$ cat src/rtl/mul_div_unit_if.sv
// rtl/mul_div_unit_if.sv - EXE-stage to multiply/divide unit bundle
// Purpose: groups the issue, MTHI/MTLO, flush and HI/LO result signals.
// Ports (master = EXE stage, slave = mul_div_unit):
//   op_valid, op_type[1:0], src_a, src_b   operation issue
//   hi_we, lo_we, hilo_wdata               MTHI / MTLO writes
//   flush                                  exception cancel
//   busy, done, hi, lo                     status and architectural HI/LO
interface mul_div_unit_if #(
    parameter int DW = 32
);
    logic          op_valid;
    logic [1:0]    op_type;
    logic [DW-1:0] src_a;
    logic [DW-1:0] src_b;
    logic          hi_we;
    logic          lo_we;
    logic [DW-1:0] hilo_wdata;
    logic          flush;
    logic          busy;
    logic          done;
    logic [DW-1:0] hi;
    logic [DW-1:0] lo;

    modport master (
        output op_valid, op_type, src_a, src_b, hi_we, lo_we, hilo_wdata, flush,
        input  busy, done, hi, lo
    );

    modport slave (
        input  op_valid, op_type, src_a, src_b, hi_we, lo_we, hilo_wdata, flush,
        output busy, done, hi, lo
    );
endinterface

$ cat src/rtl/mul_div_unit.sv
// rtl/mul_div_unit.sv - iterative MULT/MULTU/DIV/DIVU unit with HI/LO registers
// Purpose: radix-2 shift-add multiply and restoring divide on operand
//   magnitudes, followed by a one-cycle sign-fix state that writes HI/LO.
// Ports: clk, resetn (async active-low), bus (mul_div_unit_if.slave).
// Option: MUL_DIV_FAST_MUL_EN - multiplies use a single-cycle multiplier and
//   skip CALC (IDLE -> FIX); divide timing is unchanged.
module mul_div_unit #(
    parameter int DW = 32
) (
    input  logic         clk,
    input  logic         resetn,
    mul_div_unit_if.slave bus
);
    localparam int CW = $clog2(DW);

    typedef enum logic [1:0] {IDLE, CALC, FIX} state_t;

    state_t          state_q, state_d;
    logic [CW-1:0]   cnt_q, cnt_d;
    logic [DW-1:0]   b_q, b_d;
    logic [2*DW-1:0] acc_q, acc_d;
    logic [DW-1:0]   hi_q, hi_d, lo_q, lo_d;
    logic            is_div_q, is_div_d;
    logic            res_neg_q, res_neg_d;
    logic            a_neg_q, a_neg_d;
    logic            dz_q, dz_d;

    // Operand preparation (only meaningful while IDLE accepts an op)
    logic          op_signed, op_div, a_neg, b_neg;
    logic [DW-1:0] a_mag, b_mag;

    assign op_signed = ~bus.op_type[0];
    assign op_div    = bus.op_type[1];
    assign a_neg     = op_signed & bus.src_a[DW-1];
    assign b_neg     = op_signed & bus.src_b[DW-1];
    assign a_mag     = a_neg ? (~bus.src_a + 1'b1) : bus.src_a;
    assign b_mag     = b_neg ? (~bus.src_b + 1'b1) : bus.src_b;

`ifdef MUL_DIV_FAST_MUL_EN
    logic [2*DW-1:0] fast_prod;
    assign fast_prod = (2*DW)'(a_mag) * (2*DW)'(b_mag);
`endif

    // acc holds {partial product, multiplier} for multiply and
    // {remainder, dividend/quotient} for divide; both start as {0, |a|}.
    logic [DW:0]     mul_sum;
    logic [2*DW-1:0] mul_next;
    logic [DW:0]     rem_sh;
    logic [DW-1:0]   div_diff;
    logic            div_ge;
    logic [2*DW-1:0] div_next;

    assign mul_sum  = {1'b0, acc_q[2*DW-1:DW]} + (acc_q[0] ? {1'b0, b_q} : '0);
    assign mul_next = {mul_sum, acc_q[DW-1:1]};
    assign rem_sh   = acc_q[2*DW-1:DW-1];
    assign div_ge   = rem_sh >= {1'b0, b_q};
    // When div_ge holds the true difference is below b_q, so DW bits suffice
    assign div_diff = rem_sh[DW-1:0] - b_q;
    assign div_next = {(div_ge ? div_diff : rem_sh[DW-1:0]), acc_q[DW-2:0], div_ge};

    // Sign correction. A zero divisor leaves remainder = |a|, so re-applying
    // the dividend sign gives hi = src_a; only the quotient needs forcing.
    // most-negative / -1 yields magnitude 2^(DW-1) with a positive sign,
    // which is already the most-negative bit pattern.
    logic [2*DW-1:0] prod_fix;
    logic [DW-1:0]   quo_fix, rem_fix;

    assign prod_fix = res_neg_q ? (~acc_q + 1'b1) : acc_q;
    assign quo_fix  = dz_q ? '1 :
                      (res_neg_q ? (~acc_q[DW-1:0] + 1'b1) : acc_q[DW-1:0]);
    assign rem_fix  = a_neg_q ? (~acc_q[2*DW-1:DW] + 1'b1) : acc_q[2*DW-1:DW];

    always_comb begin
        state_d   = state_q;
        cnt_d     = cnt_q;
        b_d       = b_q;
        acc_d     = acc_q;
        hi_d      = hi_q;
        lo_d      = lo_q;
        is_div_d  = is_div_q;
        res_neg_d = res_neg_q;
        a_neg_d   = a_neg_q;
        dz_d      = dz_q;

        case (state_q)
            IDLE: begin
                if (bus.op_valid) begin
                    b_d       = b_mag;
                    acc_d     = {{DW{1'b0}}, a_mag};
                    is_div_d  = op_div;
                    res_neg_d = a_neg ^ b_neg;
                    a_neg_d   = a_neg;
                    dz_d      = (bus.src_b == '0);
                    cnt_d     = '0;
                    state_d   = CALC;
`ifdef MUL_DIV_FAST_MUL_EN
                    if (!op_div) begin
                        acc_d   = fast_prod;
                        state_d = FIX;
                    end
`endif
                end else begin
                    if (bus.hi_we) hi_d = bus.hilo_wdata;
                    if (bus.lo_we) lo_d = bus.hilo_wdata;
                end
            end
            CALC: begin
                acc_d = is_div_q ? div_next : mul_next;
                cnt_d = cnt_q + 1'b1;
                if (cnt_q == CW'(DW - 1)) state_d = FIX;
            end
            FIX: begin
                if (is_div_q) begin
                    hi_d = rem_fix;
                    lo_d = quo_fix;
                end else begin
                    hi_d = prod_fix[2*DW-1:DW];
                    lo_d = prod_fix[DW-1:0];
                end
                state_d = IDLE;
            end
            default: state_d = IDLE;
        endcase

        // Flush beats both a new issue and the FIX-cycle write
        if (bus.flush) begin
            state_d = IDLE;
            hi_d    = hi_q;
            lo_d    = lo_q;
        end
    end

    always_ff @(posedge clk or negedge resetn) begin
        if (!resetn) begin
            state_q   <= IDLE;
            cnt_q     <= '0;
            b_q       <= '0;
            acc_q     <= '0;
            hi_q      <= '0;
            lo_q      <= '0;
            is_div_q  <= 1'b0;
            res_neg_q <= 1'b0;
            a_neg_q   <= 1'b0;
            dz_q      <= 1'b0;
        end else begin
            state_q   <= state_d;
            cnt_q     <= cnt_d;
            b_q       <= b_d;
            acc_q     <= acc_d;
            hi_q      <= hi_d;
            lo_q      <= lo_d;
            is_div_q  <= is_div_d;
            res_neg_q <= res_neg_d;
            a_neg_q   <= a_neg_d;
            dz_q      <= dz_d;
        end
    end

    assign bus.busy = (state_q != IDLE);
    assign bus.done = (state_q == FIX) & ~bus.flush;
    assign bus.hi   = hi_q;
    assign bus.lo   = lo_q;
endmodule

$ cat src/flat_wrapper.sv
// flat-port wrapper written by rule: the top's interface ports become plain ports
module mul_div_unit_flat 
#(
    parameter int DW = 32
)
  (clk, resetn, bus_op_valid, bus_op_type, bus_src_a, bus_src_b, bus_hi_we, bus_lo_we, bus_hilo_wdata, bus_flush, bus_busy, bus_done, bus_hi, bus_lo);
  mul_div_unit_if #(.DW(DW)) bus_i ();
  input  logic clk;
  input  logic resetn;
  input wire logic [$bits(bus_i.op_valid)-1:0] bus_op_valid;
  input wire logic [$bits(bus_i.op_type)-1:0] bus_op_type;
  input wire logic [$bits(bus_i.src_a)-1:0] bus_src_a;
  input wire logic [$bits(bus_i.src_b)-1:0] bus_src_b;
  input wire logic [$bits(bus_i.hi_we)-1:0] bus_hi_we;
  input wire logic [$bits(bus_i.lo_we)-1:0] bus_lo_we;
  input wire logic [$bits(bus_i.hilo_wdata)-1:0] bus_hilo_wdata;
  input wire logic [$bits(bus_i.flush)-1:0] bus_flush;
  output wire logic [$bits(bus_i.busy)-1:0] bus_busy;
  output wire logic [$bits(bus_i.done)-1:0] bus_done;
  output wire logic [$bits(bus_i.hi)-1:0] bus_hi;
  output wire logic [$bits(bus_i.lo)-1:0] bus_lo;
  assign bus_i.op_valid = bus_op_valid;
  assign bus_i.op_type = bus_op_type;
  assign bus_i.src_a = bus_src_a;
  assign bus_i.src_b = bus_src_b;
  assign bus_i.hi_we = bus_hi_we;
  assign bus_i.lo_we = bus_lo_we;
  assign bus_i.hilo_wdata = bus_hilo_wdata;
  assign bus_i.flush = bus_flush;
  assign bus_busy = bus_i.busy;
  assign bus_done = bus_i.done;
  assign bus_hi = bus_i.hi;
  assign bus_lo = bus_i.lo;
  mul_div_unit #(.DW(DW)) u_core (.clk(clk), .resetn(resetn), .bus(bus_i));
endmodule
$ cat config.mk
export PLATFORM = sky130hd
export DESIGN_NAME = mul_div_unit_flat
export DESIGN_NICKNAME = d
export VERILOG_FILES = /design/src/rtl/mul_div_unit_if.sv /design/src/rtl/mul_div_unit.sv /design/src/flat_wrapper.sv
export SDC_FILE = /design/constraint.sdc
export NUM_CORES = 1
export LEC_CHECK = 0
export ABC_AREA = 0
export CORE_AREA = 2 2 223 225
export DETAILED_ROUTE_END_ITERATION = 10
export DIE_AREA = 0 0 225 227
export PLACE_DENSITY = 0.61
export SLEW_MARGIN = 30
export SYNTH_ARGS = -nofsm -noshare
export SYNTH_HDL_FRONTEND = slang
export SYNTH_SLANG_ARGS = --single-unit
export TNS_END_PERCENT = 30
$ cat constraint.sdc
create_clock -name clk -period 3.2 [get_ports clk]
set_clock_uncertainty 0.05 [all_clocks]
set_input_delay 0.32 -clock clk [delete_from_list [all_inputs] [get_ports clk]]
set_output_delay 0.32 -clock clk [all_outputs]
set_load 0.02 [all_outputs]
; ---- Yosys cells after proc, flatten, opt, wreduce, memory -nomap -nowiden
; Index checks and enable logic that the tools add are counted.
[totals]
regBits = 171
inputBits = 104
output_inout_bits = 66
elab_cells = 74
[classes]
add_sub_neg = 8
n_lt_le_gt_ge = 1
n_eq_ne = 9
muxes = 25
bitwise = 11
reduce_logical = 10
[op_table]
columns = op, n
row1 = $mux 32, 13
row2 = $mux 64, 3
row3 = $add 32x1->32 const B, 4
row4 = $not 32->32, 4
row5 = $pmux 32 s2, 2
row6 = $pmux 64 s2, 1
row7 = $add 64x1->64 const B, 1
row8 = $not 64->64, 1
row9 = $add 32x33->33, 1
row10 = $ge 33x32->1, 1
row11 = $logic_not 32->1, 1
row12 = $sub 32x32->32, 1
row13 = $pmux 5 s2, 1
row14 = $ne 2x2->1 const B, 4
row15 = $reduce_and 4->1, 2
row16 = $mux 2, 3
row17 = $reduce_and 2->1, 3
row18 = $reduce_bool 2->1, 3
row19 = $add 5x1->5 const B, 1
row20 = $eq 5x5->1 const B, 1
row21 = $mux 5, 1
row22 = $pmux 2 s2, 1
row23 = $and 1x1->1, 3
row24 = $ne 3x2->1 const B, 1
row25 = other kinds (6), 7

; ---- Longest topological paths before layout
[depth]
ltp_word = 6
ltp_mapped = 15
ltp_nobuf = 13

; ---- Worst setup path after synthesis
; No wires, ideal clock.
[synth_timing]
kind = reg2reg
from = register u_core.acc_q[0]
to = register u_core.acc_q[55]
setup_ns = 0.124
arrival_time_ns = 3.052
t_required_ns = 3.026
slack_ns = -0.026
path_stages_with_launch = 16
n_path_buf = 3
period_less_slack_ns = 3.226
cell_sequence = dfrtp_1 clkbuf_1 inv_1 clkbuf_1 nor2_1 ha_1 clkbuf_1 a21oi_1 o21ai_0 a221o_1 a21o_1 a31o_2 a31oi_1 xor2_1 nor2_1 a211o_1
[synth_between]
elab_chain_len = 4
[synth_rtl]
columns = item, line_no
row1 = "start, declared", mul_div_unit.sv:21  ; logic [2*DW-1:0] acc_q, acc_d;
row2 = "start signal, assigned", mul_div_unit.sv:138  ; acc_q <= '0;
row3 = "start signal, assigned", mul_div_unit.sv:149  ; acc_q <= acc_d;
row4 = $mux 32, mul_div_unit.sv:53  ; assign mul_sum = {1'b0, acc_q[2*DW-1:DW]} + (acc_q[0] ? {1'b0, b_q} : '0);
row5 = $add 32x33->33, mul_div_unit.sv:53
row6 = $mux 64, mul_div_unit.sv:108  ; acc_d = is_div_q ? div_next : mul_next;
row7 = $pmux 64 s2, mul_div_unit.sv:85  ; case (state_q)
; No other way between the ends.
; A chain may end at the register's enable or synchronous reset.

; ---- Final worst setup path
[layout_timing]
from = register u_core.b_q[8]
to = register u_core.acc_q[62]
[layout_between]
elab_chain_len = 4
elab_cells_between_ends = 7
cone_classes = add/sub (2) / order compare (1) / mux (4)
[layout_rtl]
columns = item, line_no
row1 = "start, declared", mul_div_unit.sv:20  ; logic [DW-1:0] b_q, b_d;
row2 = "start signal, assigned", mul_div_unit.sv:137  ; b_q <= '0;
row3 = "start signal, assigned", mul_div_unit.sv:148  ; b_q <= b_d;
row4 = "$mux 32, or another cell as far along", mul_div_unit.sv:53
row5 = $add 32x33->33 or $mux 32 (tied branches), "mul_div_unit.sv:53, mul_div_unit.sv:59"
row6 = $mux 64 (*), mul_div_unit.sv:108
row7 = $pmux 64 s2 (*), mul_div_unit.sv:85
; Every way passes the cells marked *; elsewhere a longest branch is shown, timed or not.

==> run_results.csv <==
group,metric,value,unit
cts,tritoncts,"done",
routing,viasPerCell,5.53,
worst_setup_path,cp.arrival,3.39,ns
worst_setup_path,critPathLaunchType,"register",
floorplanning,design.die.area,51100,µm²
global_route,grt_overflow,0,
synthesis,synth_top_area_share,29.5,%
sta,drv_slew,0,
synthesis,synthTopCellsByArea,"dfrtp_1 29%, o21ai_0 7.8%, ha_1 6.0%, xnor2_1 6.0%, nand2_1 5.6%",
routing,antenna_left,0,
cts,h-tree-depth,4,
global_route,grt_use_total,21.4,%
sta,relSlewSlack,43.7,%
global_route,antenna_found_initial,0,
floorplanning,die_w,225,µm
global_route,grt_pass1_vias,14500,
pwr,seqPwrFrac,22.5,%
sta,hold_violations,0,
synthesis,avgSynthCellArea,7.78,µm²
synthesis,ys_seq_elements,171,
final_layout,area.sequential,4280,µm²
synthesis,synth_ff_type,"dfrtp_1",
routing,dr.pass1.iters,5,
cts,cts_setup_buffers,0,
sta,tightest_slew,0.845,ns
routing,wl_per_cell,20.0,µm
synthesis,ys.warnings.count,0,
floorplanning,core_area,48500,µm²
pwr,vdd_drop_max,365,µV
final_layout,area_growth,28.5,%
final_layout,multiInputGateArea,9680,µm²
floorplanning,initial_utilization,29.9,%
global_route,grt_max_degree,64,
pwr,pwr-share-comb,62.6,%
synthesis,syn-cell-area,14500,µm²
final_layout,fillCellCount,4995,
sta,fin_crit,3.09,ns
worst_setup_path,cp_max_fo,5,
cts,clock-root-buffer,"clkbuf_16",
sta,setup_ws,0.109,ns
synthesis,synth_cell_types,78,
placed_design,dp_slack,-0.0277,ns
sta,fmax,324,MHz
pwr,power.density,764,nW/µm²
min_path,hp-class,"in2async",
cts,clockBufferDepth,2,
synthesis,yosysSeqAreaShare,29.5,%
worst_setup_path,setup.worst_path.end_class,"register",
pwr,p_switching,0.00658,W
floorplanning,rows,81,
sta,finalSetupViolations,0,
routing,num_vias,15200,
synthesis,syn-num-nets,2040,
synthesis,async_reset_ff_share,100,%
placed_design,gp_congestion,0.951,
global_route,grt_pass1_wl,84.6,mm
synthesis,synth-edff-count,0,
routing,drc_errors,0,
sta,rsz0062_at_grt,"true",
sta,period_share,96.6,%
pwr,swShare,46.2,%
placed_design,hpwl,43.6,mm
cts,cts_buffers,17,
pwr,clkPwrFrac,15.0,%
synthesis,yosysTopAreaCell,"dfrtp_1",
pwr,p_int,0.00766,W
cts,clock_sinks,171,
synthesis,syn_inst,1864,
flow_run,drv_cap,0,
routing,routed_wl,54.9,mm
worst_setup_path,crit_type,"reg2reg",
placed_design,io_buffers,169,
final_layout,drive_gt1_share,12.5,%
routing,initialDrtViolationCount,1522,
cts,clk_latency,0.47,ns
floorplanning,chipHeight,227,µm
final_layout,layout.nets,2289,
worst_setup_path,cp.required,3.50,ns
final_layout,post-route-util,38.4,%
status,outcome,"finished clean",
cts,clk_pin_slew,0.07,ns
pwr,p_leak,7.86,nW
floorplanning,io_pins,170,
[through the flow]
stage / area (µm²) / TNS [ns] / hold slack (ns) / total power, W / instances
final: 18600 / 0 / 0.351 / 0.0142 / 2749
after CTS: 18500 / 0 / 0.361 / 0.0141 / 2748
after global routing: 18600 / -0.140 / 0.413 / 0.0152 / 2748
after floorplan: 14500 / 0 / -0.0256 / 0.00832 / 1864
after detailed placement: 18000 / -0.0277 / 0.298 / 0.0119 / 2715
after global placement: 18000 / 0 / 0.295 / 0.0118 / 2715
[cell type report]
cell class / instances / share of cell area [%]
Multi-Input combinational cell: 1513 / 51.9
Sequential cell: 171 / 23.0
Timing Repair Buffer: 351 / 16.6
Tap cell: 622 / 4.18
Clock buffer: 22 / 2.54
Inverter: 59 / 1.19
Clock inverter: 10 / 0.577
Antenna cell: 1 / 0.0134
[layer usage]
metal  share of wire, %  wire (µm)  vias to the layer above  GRT usage [%]
li1                   -          -                     7283              -
met1                 47      25800                     7262           30.3
met4                2.1       1180                        0           5.79
met3                6.5       3550                       62           3.23
met2                 44      24300                      585           33.8
met5                  0          0                        -              0
[repair_timing]
| item | 4_1_cts | 5_1_grt |
|---|---|---|
| setup endpoints to repair | 1 | 26 |
| gates resized for setup | 1 | 21 |
| hold buffers | 1 | 0 |
| pin swaps | 0 | 3 |
| endpoints found under the hold margin | 54 | 0 |
[kinds of logic after synthesis]
logic type | count (synthesis) | synth area share, %
and+or+nand+nor | 599 | 19.9
buffers and inverters | 180 | 4.68
xor gates and xnor gates | 162 | 9.83
adders and majority gates | 72 | 6.31
DFF | 171 | 29.5
AOI/OAI and AO/OA | 639 | 26.9
muxes | 41 | 2.85
[cells in the mapped netlist, types with 16 or more instances]
master	n
o21ai_0	225
nand2_1	215
dfrtp_1	171
nor2_1	144
a21oi_1	129
clkbuf_1	110
xnor2_1	100
ha_1	70
xor2_1	61
inv_1	59
mux2i_1	38
o22ai_1	36
nand3_1	32
nor3_1	32
o211ai_1	32
o31ai_1	30
or3_1	27
a21o_1	26
and3_1	26
a31oi_1	24
a211oi_1	22
nand2b_1	22
nand4_1	22
nor4_1	20
o21a_1	16
[layout by cell type, fill, tap and decap left out, types with 35 or more instances in the layout]
| cell | n |
|---|---|
| buf_4 | 178 |
| nand2_1 | 215 |
| nor2_1 | 143 |
| xnor2_1 | 100 |
| mux2i_1 | 38 |
| xor2_1 | 61 |
| ha_1 | 68 |
| o21ai_0 | 221 |
| clkdlybuf4s50_1 | 168 |
| inv_1 | 58 |
| o22ai_1 | 35 |
| dfrtp_1 | 170 |
| a21oi_1 | 127 |
[power groups by stage]
| stage | logic [W] | registers (W) | clock network (W) |
|---|---|---|---|
| 2_1_floorplan | 0.00499 | 0.00334 | 0 |
| 3_5_place_dp | 0.00867 | 0.00322 | 0 |
| 4_1_cts | 0.00872 | 0.00318 | 0.00217 |
| 3_3_place_gp | 0.00864 | 0.00320 | 0 |
| 6_report | 0.00892 | 0.00320 | 0.00213 |
| 5_1_grt | 0.00971 | 0.00326 | 0.00224 |
[sequential cells by signal, summed over array words and instances (netlist names), 2 cells and up]
signal,count
u_core.bus.hi,32
u_core.state_q,2
u_core.bus.lo,32
u_core.cnt_q,5
u_core.acc_q,64
u_core.b_q,32
[worst max-delay path, cell delays in order, from the launching register on]
cell and delay, ns:
dfrtp_1 0.34, inv_1 0.08, ha_1 0.37, nand4_1 0.18, nor4_1 0.33, buf_4 0.18, nand3_1 0.08, a22oi_1 0.23
a41o_1 0.18, a21oi_2 0.06, nor2_1 0.31, buf_4 0.19, o21ai_0 0.17, a22o_1 0.23
[path summary, 6_finish.rpt]
check / from / endpoint / slack [ns] / depth (start not counted)
max: u_core.b_q[8]$_DFFE_PN0P_ / u_core.acc_q[62]$_DFFE_PN0P_ / 0.11 / 13
min: resetn / u_core.res_neg_q$_DFFE_PN0P_ / 0.35 / 2
max reg2reg: u_core.b_q[8]$_DFFE_PN0P_ / u_core.acc_q[62]$_DFFE_PN0P_ / 0.11 / 13
min reg2reg: u_core.b_q[8]$_DFFE_PN0P_ / u_core.b_q[8]$_DFFE_PN0P_ / 0.43 / 2
max in group asynchronous: resetn / u_core.bus.hi[6]$_DFFE_PN0P_ / 1.90 / 3
min in group clk: u_core.b_q[8]$_DFFE_PN0P_ / u_core.b_q[8]$_DFFE_PN0P_ / 0.43 / 2
(Power assumes the default switching activity.)
